==> config.mk <==
export PLATFORM = sky130hd
export DESIGN_NAME = mips_multicycle_control
export DESIGN_NICKNAME = d
export VERILOG_FILES = /design/src/rtl/mips_ctrl_pkg.sv /design/src/rtl/mips_ctrl_decode.sv /design/src/rtl/mips_multicycle_control.sv
export SDC_FILE = /design/constraint.sdc
export NUM_CORES = 1
export LEC_CHECK = 0
export BUFFER_PORTS_ARGS = -buffer_cell sky130_fd_sc_hd__buf_2
export CAP_MARGIN = 20
export CELL_PAD_IN_SITES_DETAIL_PLACEMENT = 1
export CELL_PAD_IN_SITES_GLOBAL_PLACEMENT = 1
export CORE_ASPECT_RATIO = 1.2
export CORE_UTILIZATION = 34
export CTS_BUF_LIST = sky130_fd_sc_hd__clkbuf_2
export DETAILED_ROUTE_END_ITERATION = 12
export PLACE_DENSITY = 0.79
export RECOVER_POWER = 25
export SLEW_MARGIN = 20
export SYNTH_ARGS = -nofsm -noshare
export SYNTH_HDL_FRONTEND = slang
export SYNTH_SLANG_ARGS = --single-unit
==> constraint.sdc <==
create_clock -name clock_i -period 1.9 [get_ports clock_i]
set_input_delay 0.19 -clock clock_i [delete_from_list [all_inputs] [get_ports clock_i]]
set_output_delay 0.19 -clock clock_i [all_outputs]
set_load 0.01 [all_outputs]
==> src/rtl/mips_ctrl_pkg.sv <==
// Shared encodings for the multicycle MIPS control unit: states, opcodes,
// datapath select values and the bundled control-line struct.
package mips_ctrl_pkg;

    typedef enum logic [3:0] {
        StFetch   = 4'd0,
        StDecode  = 4'd1,
        StMemAdr  = 4'd2,
        StMemRd   = 4'd3,
        StMemWb   = 4'd4,
        StMemWr   = 4'd5,
        StExec    = 4'd6,
        StAluWb   = 4'd7,
        StBranch  = 4'd8,
        StJump    = 4'd9,
        StAddiEx  = 4'd10,
        StAddiWb  = 4'd11
    } state_e;

    localparam logic [5:0] OpRtype = 6'b000000;
    localparam logic [5:0] OpJ     = 6'b000010;
    localparam logic [5:0] OpBeq   = 6'b000100;
    localparam logic [5:0] OpAddi  = 6'b001000;
    localparam logic [5:0] OpLw    = 6'b100011;
    localparam logic [5:0] OpSw    = 6'b101011;

    localparam logic [1:0] AluOpAdd   = 2'b00;
    localparam logic [1:0] AluOpSub   = 2'b01;
    localparam logic [1:0] AluOpFunct = 2'b10;

    localparam logic [1:0] SrcBReg   = 2'b00;
    localparam logic [1:0] SrcBFour  = 2'b01;
    localparam logic [1:0] SrcBImm   = 2'b10;
    localparam logic [1:0] SrcBImmSh = 2'b11;

    localparam logic [1:0] PcSrcAlu    = 2'b00;
    localparam logic [1:0] PcSrcAluOut = 2'b01;
    localparam logic [1:0] PcSrcJump   = 2'b10;

    typedef struct packed {
        logic       pc_write;
        logic       pc_write_cond;
        logic       i_or_d;
        logic       mem_read;
        logic       mem_write;
        logic       ir_write;
        logic       mem_to_reg;
        logic       reg_write;
        logic       reg_dst;
        logic       alu_src_a;
        logic [1:0] pc_source;
        logic [1:0] alu_op;
        logic [1:0] alu_src_b;
    } ctrl_t;

endpackage

==> src/rtl/mips_ctrl_decode.sv <==
// Combinational Moore output decode: state (plus MemReady in FETCH) to
// every datapath control line.
module mips_ctrl_decode
    import mips_ctrl_pkg::*;
(
    input  state_e state_i,
    input  logic   mem_ready_i,
    output ctrl_t  ctrl_o
);

    always_comb begin
        ctrl_o = '0;
        case (state_i)
            StFetch: begin
                ctrl_o.mem_read  = 1'b1;
                ctrl_o.alu_src_b = SrcBFour;
                ctrl_o.ir_write  = mem_ready_i;
                ctrl_o.pc_write  = mem_ready_i;
            end
            StDecode: ctrl_o.alu_src_b = SrcBImmSh;
            StMemAdr, StAddiEx: begin
                ctrl_o.alu_src_a = 1'b1;
                ctrl_o.alu_src_b = SrcBImm;
            end
            StMemRd: begin
                ctrl_o.mem_read = 1'b1;
                ctrl_o.i_or_d   = 1'b1;
            end
            StMemWb: begin
                ctrl_o.mem_to_reg = 1'b1;
                ctrl_o.reg_write  = 1'b1;
            end
            StMemWr: begin
                ctrl_o.mem_write = 1'b1;
                ctrl_o.i_or_d    = 1'b1;
            end
            StExec: begin
                ctrl_o.alu_src_a = 1'b1;
                ctrl_o.alu_op    = AluOpFunct;
            end
            StAluWb: begin
                ctrl_o.reg_dst   = 1'b1;
                ctrl_o.reg_write = 1'b1;
            end
            StBranch: begin
                ctrl_o.alu_src_a     = 1'b1;
                ctrl_o.alu_op        = AluOpSub;
                ctrl_o.pc_write_cond = 1'b1;
                ctrl_o.pc_source     = PcSrcAluOut;
            end
            StJump: begin
                ctrl_o.pc_write  = 1'b1;
                ctrl_o.pc_source = PcSrcJump;
            end
            StAddiWb: ctrl_o.reg_write = 1'b1;
            default: ;
        endcase
    end

endmodule

==> src/rtl/mips_multicycle_control.sv <==
// Multicycle MIPS main control: state register, next-state logic, retired
// instruction counter and sticky illegal-opcode flag.
module mips_multicycle_control
    import mips_ctrl_pkg::*;
(
    input  logic        clock_i,
    input  logic        reset_i,
    input  logic [5:0]  opcode_i,
    input  logic        zero_i,
    input  logic        mem_ready_i,
    output logic        pc_en_o,
    output logic        pc_write_o,
    output logic        pc_write_cond_o,
    output logic        i_or_d_o,
    output logic        mem_read_o,
    output logic        mem_write_o,
    output logic        ir_write_o,
    output logic        mem_to_reg_o,
    output logic        reg_write_o,
    output logic        reg_dst_o,
    output logic        alu_src_a_o,
    output logic [1:0]  pc_source_o,
    output logic [1:0]  alu_op_o,
    output logic [1:0]  alu_src_b_o,
    output logic [3:0]  state_o,
    output logic        illegal_op_o,
    output logic [31:0] instr_count_o
);

    state_e      state_q, state_d;
    logic [31:0] count_q, count_d;
    logic        illegal_q, illegal_d;
    ctrl_t       ctrl, ctrl_g;

    mips_ctrl_decode u_decode (
        .state_i     (state_q),
        .mem_ready_i (mem_ready_i),
        .ctrl_o      (ctrl)
    );

    always_comb begin
        state_d   = state_q;
        count_d   = count_q;
        illegal_d = illegal_q;
        case (state_q)
            StFetch:  if (mem_ready_i) state_d = StDecode;
            StDecode: begin
                case (opcode_i)
                    OpLw, OpSw: state_d = StMemAdr;
                    OpRtype:    state_d = StExec;
                    OpBeq:      state_d = StBranch;
                    OpJ:        state_d = StJump;
                    OpAddi:     state_d = StAddiEx;
                    default: begin
                        state_d   = StFetch;
                        illegal_d = 1'b1;
                    end
                endcase
            end
            StMemAdr: state_d = (opcode_i == OpLw) ? StMemRd : StMemWr;
            StMemRd:  if (mem_ready_i) state_d = StMemWb;
            StMemWr: begin
                if (mem_ready_i) begin
                    state_d = StFetch;
                    count_d = count_q + 32'd1;
                end
            end
            StExec:   state_d = StAluWb;
            StAddiEx: state_d = StAddiWb;
            StMemWb, StAluWb, StBranch, StJump, StAddiWb: begin
                state_d = StFetch;
                count_d = count_q + 32'd1;
            end
            default:  state_d = StFetch;
        endcase
    end

    always_ff @(posedge clock_i) begin
        if (reset_i) begin
            state_q   <= StFetch;
            count_q   <= '0;
            illegal_q <= 1'b0;
        end else begin
            state_q   <= state_d;
            count_q   <= count_d;
            illegal_q <= illegal_d;
        end
    end

    // Reset silences every strobe so no register-file or memory write can leak out.
    assign ctrl_g = reset_i ? '0 : ctrl;

    assign pc_en_o         = ctrl_g.pc_write | (ctrl_g.pc_write_cond & zero_i);
    assign pc_write_o      = ctrl_g.pc_write;
    assign pc_write_cond_o = ctrl_g.pc_write_cond;
    assign i_or_d_o        = ctrl_g.i_or_d;
    assign mem_read_o      = ctrl_g.mem_read;
    assign mem_write_o     = ctrl_g.mem_write;
    assign ir_write_o      = ctrl_g.ir_write;
    assign mem_to_reg_o    = ctrl_g.mem_to_reg;
    assign reg_write_o     = ctrl_g.reg_write;
    assign reg_dst_o       = ctrl_g.reg_dst;
    assign alu_src_a_o     = ctrl_g.alu_src_a;
    assign pc_source_o     = ctrl_g.pc_source;
    assign alu_op_o        = ctrl_g.alu_op;
    assign alu_src_b_o     = ctrl_g.alu_src_b;
    assign state_o         = state_q;
    assign illegal_op_o    = illegal_q;
    assign instr_count_o   = count_q;

endmodule
==> results_dict.tcl <==
set metrics [dict create \
    cts_tree "built" \
    clk_latency_ps 390 \
    pin_count 64 \
    clockBufferDepth 2 \
    via_count 2457 \
    holdWs_ps 120 \
    switchingPower_mw 0.350 \
    area_growth_pct 40.0 \
    ir_drop_uv 190 \
    syn_avg_cell_area_um2 7.74 \
    synth-edff-count 0 \
    die_h_um 88.1 \
    path_cells "buf_6 > inv_2 > or3_4 > nor3_4 > a21o_1 > buf_2" \
    grt_pass1_vias 2381 \
    placementRows 31 \
    yosys.area.top_type_share_pct 35.3 \
    slowest_delay_ps 400 \
    critPathLaunchType "flop" \
    synth_most_common_cell "dfxtp_1" \
    required_ps 1710 \
    yosys_warnings 0 \
    power.total_mw 1.27 \
    clk_root_buffer_cell "clkbuf_2" \
    violations "setup timing" \
    post_dp_cell_area_um2 2670 \
    diodes 0 \
    synthXorXnorAreaFrac_pct 7.93 \
    worst-path-buf-inv 3 \
    dp.cells 428 \
    clock_sink_count 37 \
    crit_path_end_kind "output pin" \
    ctsHoldBuffers 0 \
    cp_top_family "simple AND/OR/NAND/NOR gates" \
    core_um2 6010 \
    grt_use_total_pct 22.5 \
    htreeDepth 2 \
    cpMaxStageDelayCell "dfxtp_2" \
    setup_viol 1 \
    postRouteWirelength_mm 7.29 \
    port_buffers 63 \
    synthAdderAreaFrac_pct 1.07 \
    leakage_nw 1.16 \
    p_int_mw 0.918 \
    synthesis.area_um2 2100 \
    critPathArrivalTime_ps 1730 \
    drv_cap 0 \
    max_freq_ghz 0.521 \
    fin_crit_ps 1920 \
    setup_ws_ps -19.8 \
    drtAntennaViolNets 0 \
    path_class "reg2out" \
    dieWidth_um 73.7 \
    slew_headroom_pct 64.4 \
    async_flop_share_pct 0 \
    clkTransAtPathRegs_ps 210 \
    post-dp-hpwl_mm 5.14 \
    synth_area_leaders "dfxtp_1 (35%), xnor2_1 (5.8%), a21oi_1 (5.5%)" \
    slew_viol_final 0 \
    yosysTopAreaCell "dfxtp_1" \
    grt-ovfl-total 0 \
    final_area_um2 2940 \
    final_layout_size_suffix_gt1_share_pct 39.5 \
    rsz0062_at_grt "yes" \
    switching_share_pct 27.6 \
    dr.pass1.iters 4 \
    grt_antenna_before_repair 0 \
    yosysUniqueCellTypes 45 \
    synthSimpleGateAreaFrac_pct 34.6 \
    synth_fp_nets 282 \
    grt_pass1_wl_mm 11.3 \
    avgViaCountPerCell 5.53 \
    drc 0 \
    status "finished, violations left" \
    yosysSeqAreaShare_pct 35.3 \
    synthMuxAreaShare_pct 0 \
    pwr-share-clk_pct 28.9 \
    reg2reg_slack_ps 40 \
    wl_per_cell_um 16.4 \
    fin_cells 444 \
    pwr-share-comb_pct 9.5 \
    final_hold_viol_count 0 \
    max_slew.worst_pin.slew_ps 533 \
    grt_max_degree 47 \
    cts-buffers-inserted 5 \
    p_seq_share_pct 61.6 \
    ys_seq_elements 37 \
    nets 372 \
    drt_first_iter_violations 79 \
    skew_ps 28.5 \
    p_per_area_nw_per_um2 432 \
    synthFlopType "dfxtp_1" \
    netlist_instances 271 \
    synth_common_cells "dfxtp_1 (37), nor2_1 (25), a21oi_1 (23)" \
    globalplace.congestion 0.809 \
    min_path_type "in2reg" \
    worstPathMaxFanout 3 \
    die-area_um2 6490 \
    fin_crit_sh_pct 101 \
    start_util_pct 34.9 \
    synth_compound_area_share_pct 16.3 \
    synth_top_family_by_area "simple AND/OR/NAND/NOR gates" \
]
==> cells by family (layout without fill, tap and decap cells) <==
kind of cell | count (synthesis) | count (layout)
and+or+nand+nor | 132 | 132
AOI/OAI and AO/OA | 57 | 57
DFF | 37 | 37
buffers and inverters | 24 | 115
xor gates and xnor gates | 19 | 19
adders and majority gates | 2 | 2
==> state kept, by name, summed over array words and instances, names as in the netlist <==
signal,flops
state_o,4
illegal_op_o,1
instr_count_o,32
==> layout make-up <==
type                    instances  area, um2
repair buffers                103        652
flip-flops and latches         37        751
fillers                       786       3080
multi-input cells             210       1370
inverters                       4       18.8
well taps                      82        103
clock inverters                 2       10.0
clock buffers                   6       30.0
==> metal layers <==
metal	track usage (%)	vias to the layer above	wire length, um
met5	0	-	0
li1	-	1177	-
met3	3.91	12	243
met4	7.52	0	163
met1	25.6	1197	3000
met2	41.7	71	3890
==> power by group through the flow <==
stage | sequential, mW | combinational [mW] | clock (mW)
after floorplan | 0.800 | 0.0561 | 0
after global placement | 0.799 | 0.0994 | 0
after detailed placement | 0.799 | 0.102 | 0
after CTS | 0.784 | 0.109 | 0.369
after global routing | 0.783 | 0.132 | 0.414
final | 0.781 | 0.121 | 0.366
==> worst register-to-register path, delay by kind of cell (launching register included) <==
family,cells,cell delay (ps)
AO/OA/AOI/OAI,1,150
buffers and inverters,1,110
flip-flops,1,410
AND/OR/NAND/NOR,4,1120
==> what timing repair did <==
action	in CTS	in global routing
endpoints found under the setup margin	12	17
pin swaps	2	14
buffers inserted	4	4
gates resized for setup	21	27
==> through the flow <==
stage	setup TNS, ps	setup WS (ps)	utilization, %
after floorplan	0	38.4	-
after global placement	0	91.5	44.4
after detailed placement	0	0.883	44.4
after CTS	-76.2	-63.7	46.7
after global routing	-713	-129	48.8
final	-19.8	-19.8	48.8
==> layout by cell type, fill, tap and decap left out, types with 4 or more instances in the layout <==
master,count
a211oi_1,4
a21oi_1,16
a21oi_2,7
and3_1,5
and4_1,4
buf_2,61
buf_4,34
clkbuf_2,6
dfxtp_1,33
nand2_1,16
nand3_1,13
nand4_1,12
nor2_1,22
nor3_1,12
nor4_1,10
o21ai_0,13
o31ai_1,7
or2_4,4
or3_1,7
xnor2_1,14
xor2_1,5
==> worst paths after layout <==
check	from	end	depth (start not counted)
min	opcode_i[4]	illegal_op_o	3
min reg2reg	instr_count_o[22]	instr_count_o[22]	2
max reg2reg	state_o[2]	instr_count_o[24]	6
max	state_o[3]	pc_en_o	6
Note: power is estimated with default switching activity, not from simulation.
